File: src/rtl/flash_seq_pkg.sv
// rtl/flash_seq_pkg.sv - shared state type and width helper for the flash sequencer
package flash_seq_pkg;

  typedef enum logic [1:0] {
    IDLE  = 2'd0,
    ARMED = 2'd1,
    PULSE = 2'd2,
    GAP   = 2'd3
  } fs_state_e;

  // Rate counter width: one bit per non-zero rate select value.
  function automatic int rc_width(input int rate_w);
    return (1 << rate_w) - 1;
  endfunction

endpackage

File: src/rtl/flash_seq_pwm.sv
// rtl/flash_seq_pwm.sv - free-running PWM generator for the flash intensity DAC
// Ports:
//   clk       in   system clock
//   rst_n     in   asynchronous active-low reset
//   level     in   LVL_W duty numerator (high for `level` of every 2**LVL_W cycles)
//   flash_dac out  registered PWM output
module flash_seq_pwm #(
  parameter int LVL_W = 5
) (
  input  logic             clk,
  input  logic             rst_n,
  input  logic [LVL_W-1:0] level,
  output logic             flash_dac
);

  logic [LVL_W-1:0] pwm_cnt;

  always_ff @(posedge clk or negedge rst_n) begin
    if (!rst_n) begin
      pwm_cnt   <= '0;
      flash_dac <= 1'b0;
    end else begin
      pwm_cnt   <= pwm_cnt + LVL_W'(1);
      flash_dac <= (pwm_cnt < level);
    end
  end

endmodule

File: src/rtl/flash_sequencer.sv
// rtl/flash_sequencer.sv - LED flasher burst sequencer with rate select and PWM level output
// Optional feature macro: FLASH_SEQ_CNT_EN (adds flash_count output).
// Ports:
//   clk         in   system clock
//   rst_n       in   asynchronous active-low reset
//   one_pps     in   GPS 1PPS, asynchronous (synchronised here)
//   enable      in   run enable; rising edge arms a burst, low forces IDLE
//   ch_mask     in   NCH channels to fire
//   rate        in   trigger select: 0 = 1PPS, r > 0 = rate_count[RC_W-r] rise
//   width       in   pulse length minus 1, in clk cycles
//   level       in   PWM duty numerator
//   burst       in   flashes per burst, 0 = continuous
//   sw_trig     in   single-cycle software trigger
//   flash_dac   out  PWM level output
//   pulse       out  NCH flasher pulses
//   busy        out  high whenever the FSM is not IDLE
//   done        out  one-cycle strobe at the end of a finite burst
//   flash_count out  (FLASH_SEQ_CNT_EN only) count of fired flashes
module flash_sequencer
  import flash_seq_pkg::*;
#(
  parameter int NCH     = 4,
  parameter int LVL_W   = 5,
  parameter int WID_W   = 4,
  parameter int RATE_W  = 3,
  parameter int DIV     = 8192,
  parameter int BURST_W = 8
) (
  input  logic               clk,
  input  logic               rst_n,
  input  logic               one_pps,
  input  logic               enable,
  input  logic [NCH-1:0]     ch_mask,
  input  logic [RATE_W-1:0]  rate,
  input  logic [WID_W-1:0]   width,
  input  logic [LVL_W-1:0]   level,
  input  logic [BURST_W-1:0] burst,
  input  logic               sw_trig,
  output logic               flash_dac,
  output logic [NCH-1:0]     pulse,
  output logic               busy,
  output logic               done
`ifdef FLASH_SEQ_CNT_EN
  ,
  output logic [31:0]        flash_count
`endif
);

  localparam int RC_W = rc_width(RATE_W);
  localparam int PS_W = (DIV > 2) ? $clog2(DIV) : 1;

  // Prescaler and free-running rate counter
  logic [PS_W-1:0] pre_cnt;
  logic [RC_W-1:0] rate_count;
  logic            pre_wrap;

  assign pre_wrap = (pre_cnt == PS_W'(DIV - 1));

  always_ff @(posedge clk or negedge rst_n) begin
    if (!rst_n) begin
      pre_cnt    <= '0;
      rate_count <= '0;
    end else begin
      pre_cnt <= pre_wrap ? '0 : pre_cnt + PS_W'(1);
      if (pre_wrap) begin
        rate_count <= rate_count + RC_W'(1);
      end
    end
  end

  // Trigger sources: synchronised 1PPS edge, or registered edge of the
  // selected rate counter bit. Both paths present a one-cycle trigger.
  logic pps_meta, pps_sync, pps_last, pps_trig;
  logic sel_bit, sel_last, rate_trig;
  logic en_last, en_rise, trig;

  always_comb begin
    sel_bit = 1'b0;
    for (int r = 1; r <= RC_W; r++) begin
      if (rate == RATE_W'(r)) begin
        sel_bit = rate_count[RC_W-r];
      end
    end
  end

  always_ff @(posedge clk or negedge rst_n) begin
    if (!rst_n) begin
      pps_meta  <= 1'b0;
      pps_sync  <= 1'b0;
      pps_last  <= 1'b0;
      pps_trig  <= 1'b0;
      sel_last  <= 1'b0;
      rate_trig <= 1'b0;
      en_last   <= 1'b0;
    end else begin
      pps_meta  <= one_pps;
      pps_sync  <= pps_meta;
      pps_last  <= pps_sync;
      pps_trig  <= pps_sync & ~pps_last;
      sel_last  <= sel_bit;
      rate_trig <= sel_bit & ~sel_last;
      en_last   <= enable;
    end
  end

  assign en_rise = enable & ~en_last;
  // Simultaneous software and rate triggers collapse into one flash.
  assign trig    = sw_trig | ((rate == '0) ? pps_trig : rate_trig);

  // Sequencer FSM
  fs_state_e          state, state_d;
  logic [WID_W-1:0]   wcnt, wcnt_d;
  logic [BURST_W-1:0] remaining, remaining_d;
  logic [NCH-1:0]     pulse_d;
  logic               fire;

  always_ff @(posedge clk or negedge rst_n) begin
    if (!rst_n) begin
      state     <= IDLE;
      wcnt      <= '0;
      remaining <= '0;
      pulse     <= '0;
    end else begin
      state     <= state_d;
      wcnt      <= wcnt_d;
      remaining <= remaining_d;
      pulse     <= pulse_d;
    end
  end

  // pulse is registered from the next-state decision so it rises on the
  // same edge that enters PULSE and lasts exactly width+1 cycles.
  // remaining == 0 while running means continuous mode.
  always_comb begin
    state_d     = state;
    wcnt_d      = wcnt;
    remaining_d = remaining;
    pulse_d     = '0;
    done        = 1'b0;
    fire        = 1'b0;
    if (!enable) begin
      state_d = IDLE;
    end else begin
      case (state)
        IDLE: begin
          if (en_rise) begin
            state_d     = ARMED;
            remaining_d = burst;
          end
        end
        ARMED: begin
          if (trig) begin
            state_d = PULSE;
            wcnt_d  = width;
            pulse_d = ch_mask;
            fire    = 1'b1;
          end
        end
        PULSE: begin
          if (wcnt == '0) begin
            state_d = GAP;
          end else begin
            wcnt_d  = wcnt - WID_W'(1);
            pulse_d = pulse;
          end
        end
        GAP: begin
          if (remaining == '0) begin
            state_d = ARMED;
          end else if (remaining == BURST_W'(1)) begin
            remaining_d = '0;
            done        = 1'b1;
            state_d     = IDLE;
          end else begin
            remaining_d = remaining - BURST_W'(1);
            state_d     = ARMED;
          end
        end
        default: state_d = IDLE;
      endcase
    end
  end

  assign busy = (state != IDLE);

`ifdef FLASH_SEQ_CNT_EN
  always_ff @(posedge clk or negedge rst_n) begin
    if (!rst_n) begin
      flash_count <= '0;
    end else if (fire) begin
      flash_count <= flash_count + 32'd1;
    end
  end
`else
  logic unused_fire;
  assign unused_fire = fire;
`endif

  flash_seq_pwm #(
    .LVL_W(LVL_W)
  ) u_pwm (
    .clk      (clk),
    .rst_n    (rst_n),
    .level    (level),
    .flash_dac(flash_dac)
  );

endmodule

File: config.mk
export PLATFORM = sky130hd
export DESIGN_NAME = flash_sequencer
export DESIGN_NICKNAME = d
export VERILOG_FILES = /design/src/rtl/flash_seq_pkg.sv /design/src/rtl/flash_seq_pwm.sv /design/src/rtl/flash_sequencer.sv
export SDC_FILE = /design/constraint.sdc
export NUM_CORES = 1
export LEC_CHECK = 0
export BUFFER_PORTS_ARGS = -buffer_cell sky130_fd_sc_hd__buf_2
export CAP_MARGIN = 20
export CORE_ASPECT_RATIO = 0.6
export CORE_MARGIN = 5
export CORE_UTILIZATION = 60
export CTS_CLUSTER_SIZE = 12
export DETAILED_ROUTE_END_ITERATION = 16
export GPL_ROUTABILITY_DRIVEN = 0
export PLACE_DENSITY = 0.91
export SLEW_MARGIN = 20
export SYNTH_ARGS = -nofsm -noshare
export SYNTH_HDL_FRONTEND = slang
export SYNTH_SLANG_ARGS = --single-unit
File: constraint.sdc
create_clock -name clk -period 4.1 [get_ports clk]
set_clock_uncertainty 0.2 [all_clocks]
set_input_delay 0.82 -clock clk [delete_from_list [all_inputs] [get_ports clk]]
set_output_delay 0.82 -clock clk [all_outputs]
set_load 0.02 [all_outputs]
==> run_results.csv <==
group,metric,value,unit
cts,cts.sinks,51,
cts,numCtsBuffers,5,
setup_path,required,3080,ps
yosys,ys_types,43,
power_and_ir_drop,p_int,872,uW
floorplan,fp.dieH,60.8,microns
placed_design,portBuffers,35,
drt,drtPass1Iterations,5,
finish,finalNetCount,334,
setup_path,worstPathMaxFanout,6,
setup_path,crit_buf_inv,1,
floorplan,die_w,94.7,microns
global_routing,grt_max_degree,37,
yosys,netlist_instances,253,
yosys,ys_top_cells_by_area,"dfrtp_1, ha_1, o21ai_0",
yosys,yosysSeqAreaShare,49.4,%
cts,ctsHoldBuffers,0,
global_routing,grt_pass1_wl,9260,microns
power_and_ir_drop,vdd.ir_drop.worst,0.323,mV
floorplan,die_area,0.00576,sq mm
floorplan,ios,36,
yosys,synth-async-reset-ratio,100,%
drt,drt-total-wl,5400,microns
power_and_ir_drop,pwr_density_cell,483,mW/mm^2
setup_path,slowest_delay,490,ps
global_routing,grtUsageTotal,21.1,%
yosys,yosysWarnings,0,
timing,fmax,338,MHz
drt,drt-vias-per-instance,5.75,
cts,ctsRootBufferMaster,"clkbuf_8",
placed_design,placed_cells,343,
yosys,synth_area,0.00258,sq mm
power_and_ir_drop,p_clk_share,20.3,%
finish,num_antenna_cells,0,
drt,ant_nets,0,
drt,num_vias,2017,
drt,drt-wirelength-per-cell,15.4,microns
worst_hold_path,hp-class,"flop to flop",
floorplan,coreArea,0.00414,sq mm
setup_path,slowest_stage,"nor3_1",
setup_path,path_common_cell,"nor3_1",
yosys,synthesis.nets,297,
cts,clk_pin_slew,90,ps
cts,cts.repair.resized,0,
cts,htreeDepth,2,
placed_design,placed_area,0.00281,sq mm
cts,clock_latency,300,ps
timing,slew-limit-headroom,40.9,%
yosys,synth_top_area_share,49.4,%
timing,setup_viol,0,
yosys,synth.largest_area_cell,"dfrtp_1",
setup_path,crit_chain,"nor3_1, nand4_1, nor3_1, buf_2",
timing,grt_setup_unrepaired,"no",
timing,finalHoldViolCount,0,
yosys,ys_ff_latch,51,
cts,post_cts_buffers,0,
setup_path,path_delay_family,"simple AND/OR/NAND/NOR gates",
power_and_ir_drop,p_switching,530,uW
setup_path,critPathKind,"flop to primary output",
yosys,syn_area_per_cell,10.2,sq um
yosys,netlist_top_cells_count,"dfrtp_1, o21ai_0, nor2_1",
finish,fin_area,0.00290,sq mm
setup_path,crit_path_end_kind,"primary output",
yosys,synth_most_common_cell,"dfrtp_1",
power_and_ir_drop,switching_share,37.8,%
finish,final_cell_count_no_fill,351,
floorplan,start_util,62.3,%
power_and_ir_drop,p_seq_share,47.6,%
cts,cts_tree,"done",
cts,clock_path_buffers,2,
power_and_ir_drop,p_comb_share,32.1,%
global_routing,grt_pass1_vias,2000,
timing,max_slew.worst_pin.slew,879,ps
drt,initialDrtViolationCount,117,
drt,drcViolationCount,0,
placed_design,hpwl,4030,microns
power_and_ir_drop,p_leak,1.37,nW
timing,finalCritPeriodShare,72.1,%
timing,slew_violations,0,
yosys,synth_ff_type,"dfrtp_1",
timing,fin_crit,2960,ps
finish,layout-drive-gt1-share,16.8,%
floorplan,rows,18,
yosys,synth_edf_count,0,
setup_path,cp-start-kind,"flop",
run,cap_violations,0,
timing,tns,0,ps
global_routing,overflow,0,
status,status,"finished, final reports clean",
setup_path,cp.arrival,1940,ps
finish,area_growth_syn_to_layout,12.3,%
global_routing,antenna_found_initial,0,
==> metrics by stage <==
| stage | hold WS [ps] | worst slack [ps] | power [mW] | utilization (%) |
|---|---|---|---|---|
| 2_1_floorplan | 131 | 1490 | 0.981 | - |
| 3_3_place_gp | 133 | 1380 | 1.08 | 67.8 |
| 3_5_place_dp | 147 | 1330 | 1.11 | 67.8 |
| 4_1_cts | 168 | 1210 | 1.40 | 70.0 |
| 5_1_grt | 190 | 988 | 1.50 | 70.0 |
| 6_report | 163 | 1140 | 1.40 | 70.0 |
==> final cells by class <==
type	count	area, sq um
clock buffers	5	68.8
clock inverters	3	20.0
fillers	329	1240
inverters	15	56.3
multi-input cells	181	1220
flip-flops and latches	51	1280
well taps	60	75.1
repair buffers	36	183
==> worst reg2reg max path, stage by stage (launching register included) <==
cell and delay [ps]:
dfrtp_1 460, inv_1 160, ha_1 370, a21boi_0 760
nor3b_2 180, and4b_1 230, nor3_1 190
==> state kept, by name (all words and copies together), names as in the netlist, 2 cells and up <==
register and cells:
rate_count 7, remaining 8, pulse 4, pre_cnt 13, wcnt 4, state 2
u_pwm.pwm_cnt 5
==> final timing paths <==
| check | depth (start not counted) | slack, ps | startpoint | end |
|---|---|---|---|---|
| worst max-delay path | 4 | 1140 | remaining[5]$_DFFE_PN0P_ | done |
| worst min-delay path | 0 | 160 | pps_meta$_DFF_PN0_ | pps_sync$_DFF_PN0_ |
| worst max register to register | 6 | 1480 | state[0]$_DFFE_PN0P_ | state[0]$_DFFE_PN0P_ |
| worst min register to register | 0 | 160 | pps_meta$_DFF_PN0_ | pps_sync$_DFF_PN0_ |
| max in group asynchronous | 2 | 2610 | rst_n | pps_trig$_DFF_PN0_ |
| min in group asynchronous | 1 | 390 | rst_n | wcnt[2]$_DFFE_PN0P_ |
==> power groups by stage <==
| stage | Combinational (mW) | Sequential [mW] | Clock, mW |
|---|---|---|---|
| floorplan | 0.329 | 0.653 | 0 |
| global placement | 0.412 | 0.665 | 0 |
| detailed placement | 0.439 | 0.674 | 0 |
| CTS | 0.446 | 0.665 | 0.294 |
| global route | 0.504 | 0.682 | 0.314 |
| finish | 0.450 | 0.668 | 0.285 |
==> cell usage in the layout (no fill, tap or decap), drive strengths merged, types with 5 or more instances in the layout <==
master	synthesis	final
inv	15	15
nor3	6	6
a21oi	10	10
dfrtp	51	51
nand4	7	7
o21ai	26	26
buf	1	36
nand3	15	15
xnor2	12	12
nand2	11	11
nor3b	5	5
nor2	21	21
xor2	6	6
ha	15	15
clkbuf	5	5
==> cell families (layout without fill, tap and decap cells) <==
logic type,Yosys count,in the layout,share of synthesized area (%)
mux,3,3,1.21
simple gates,87,87,18.5
compound gates,58,58,14.2
xor+xnor,18,18,6.10
fa+ha+maj,15,15,7.26
buf+inv,21,59,3.34
flops,51,51,49.4
==> per-layer routing <==
metal / global-route usage, % / vias to the layer above / wire, microns
li1: - / 980 / -
met1: 29.5 / 971 / 2560
met2: 31.9 / 62 / 2460
met3: 4.71 / 4 / 326
met4: 9.65 / 0 / 58
met5: 0 / - / 0
No activity file was read; power rests on OpenSTA's default activity.
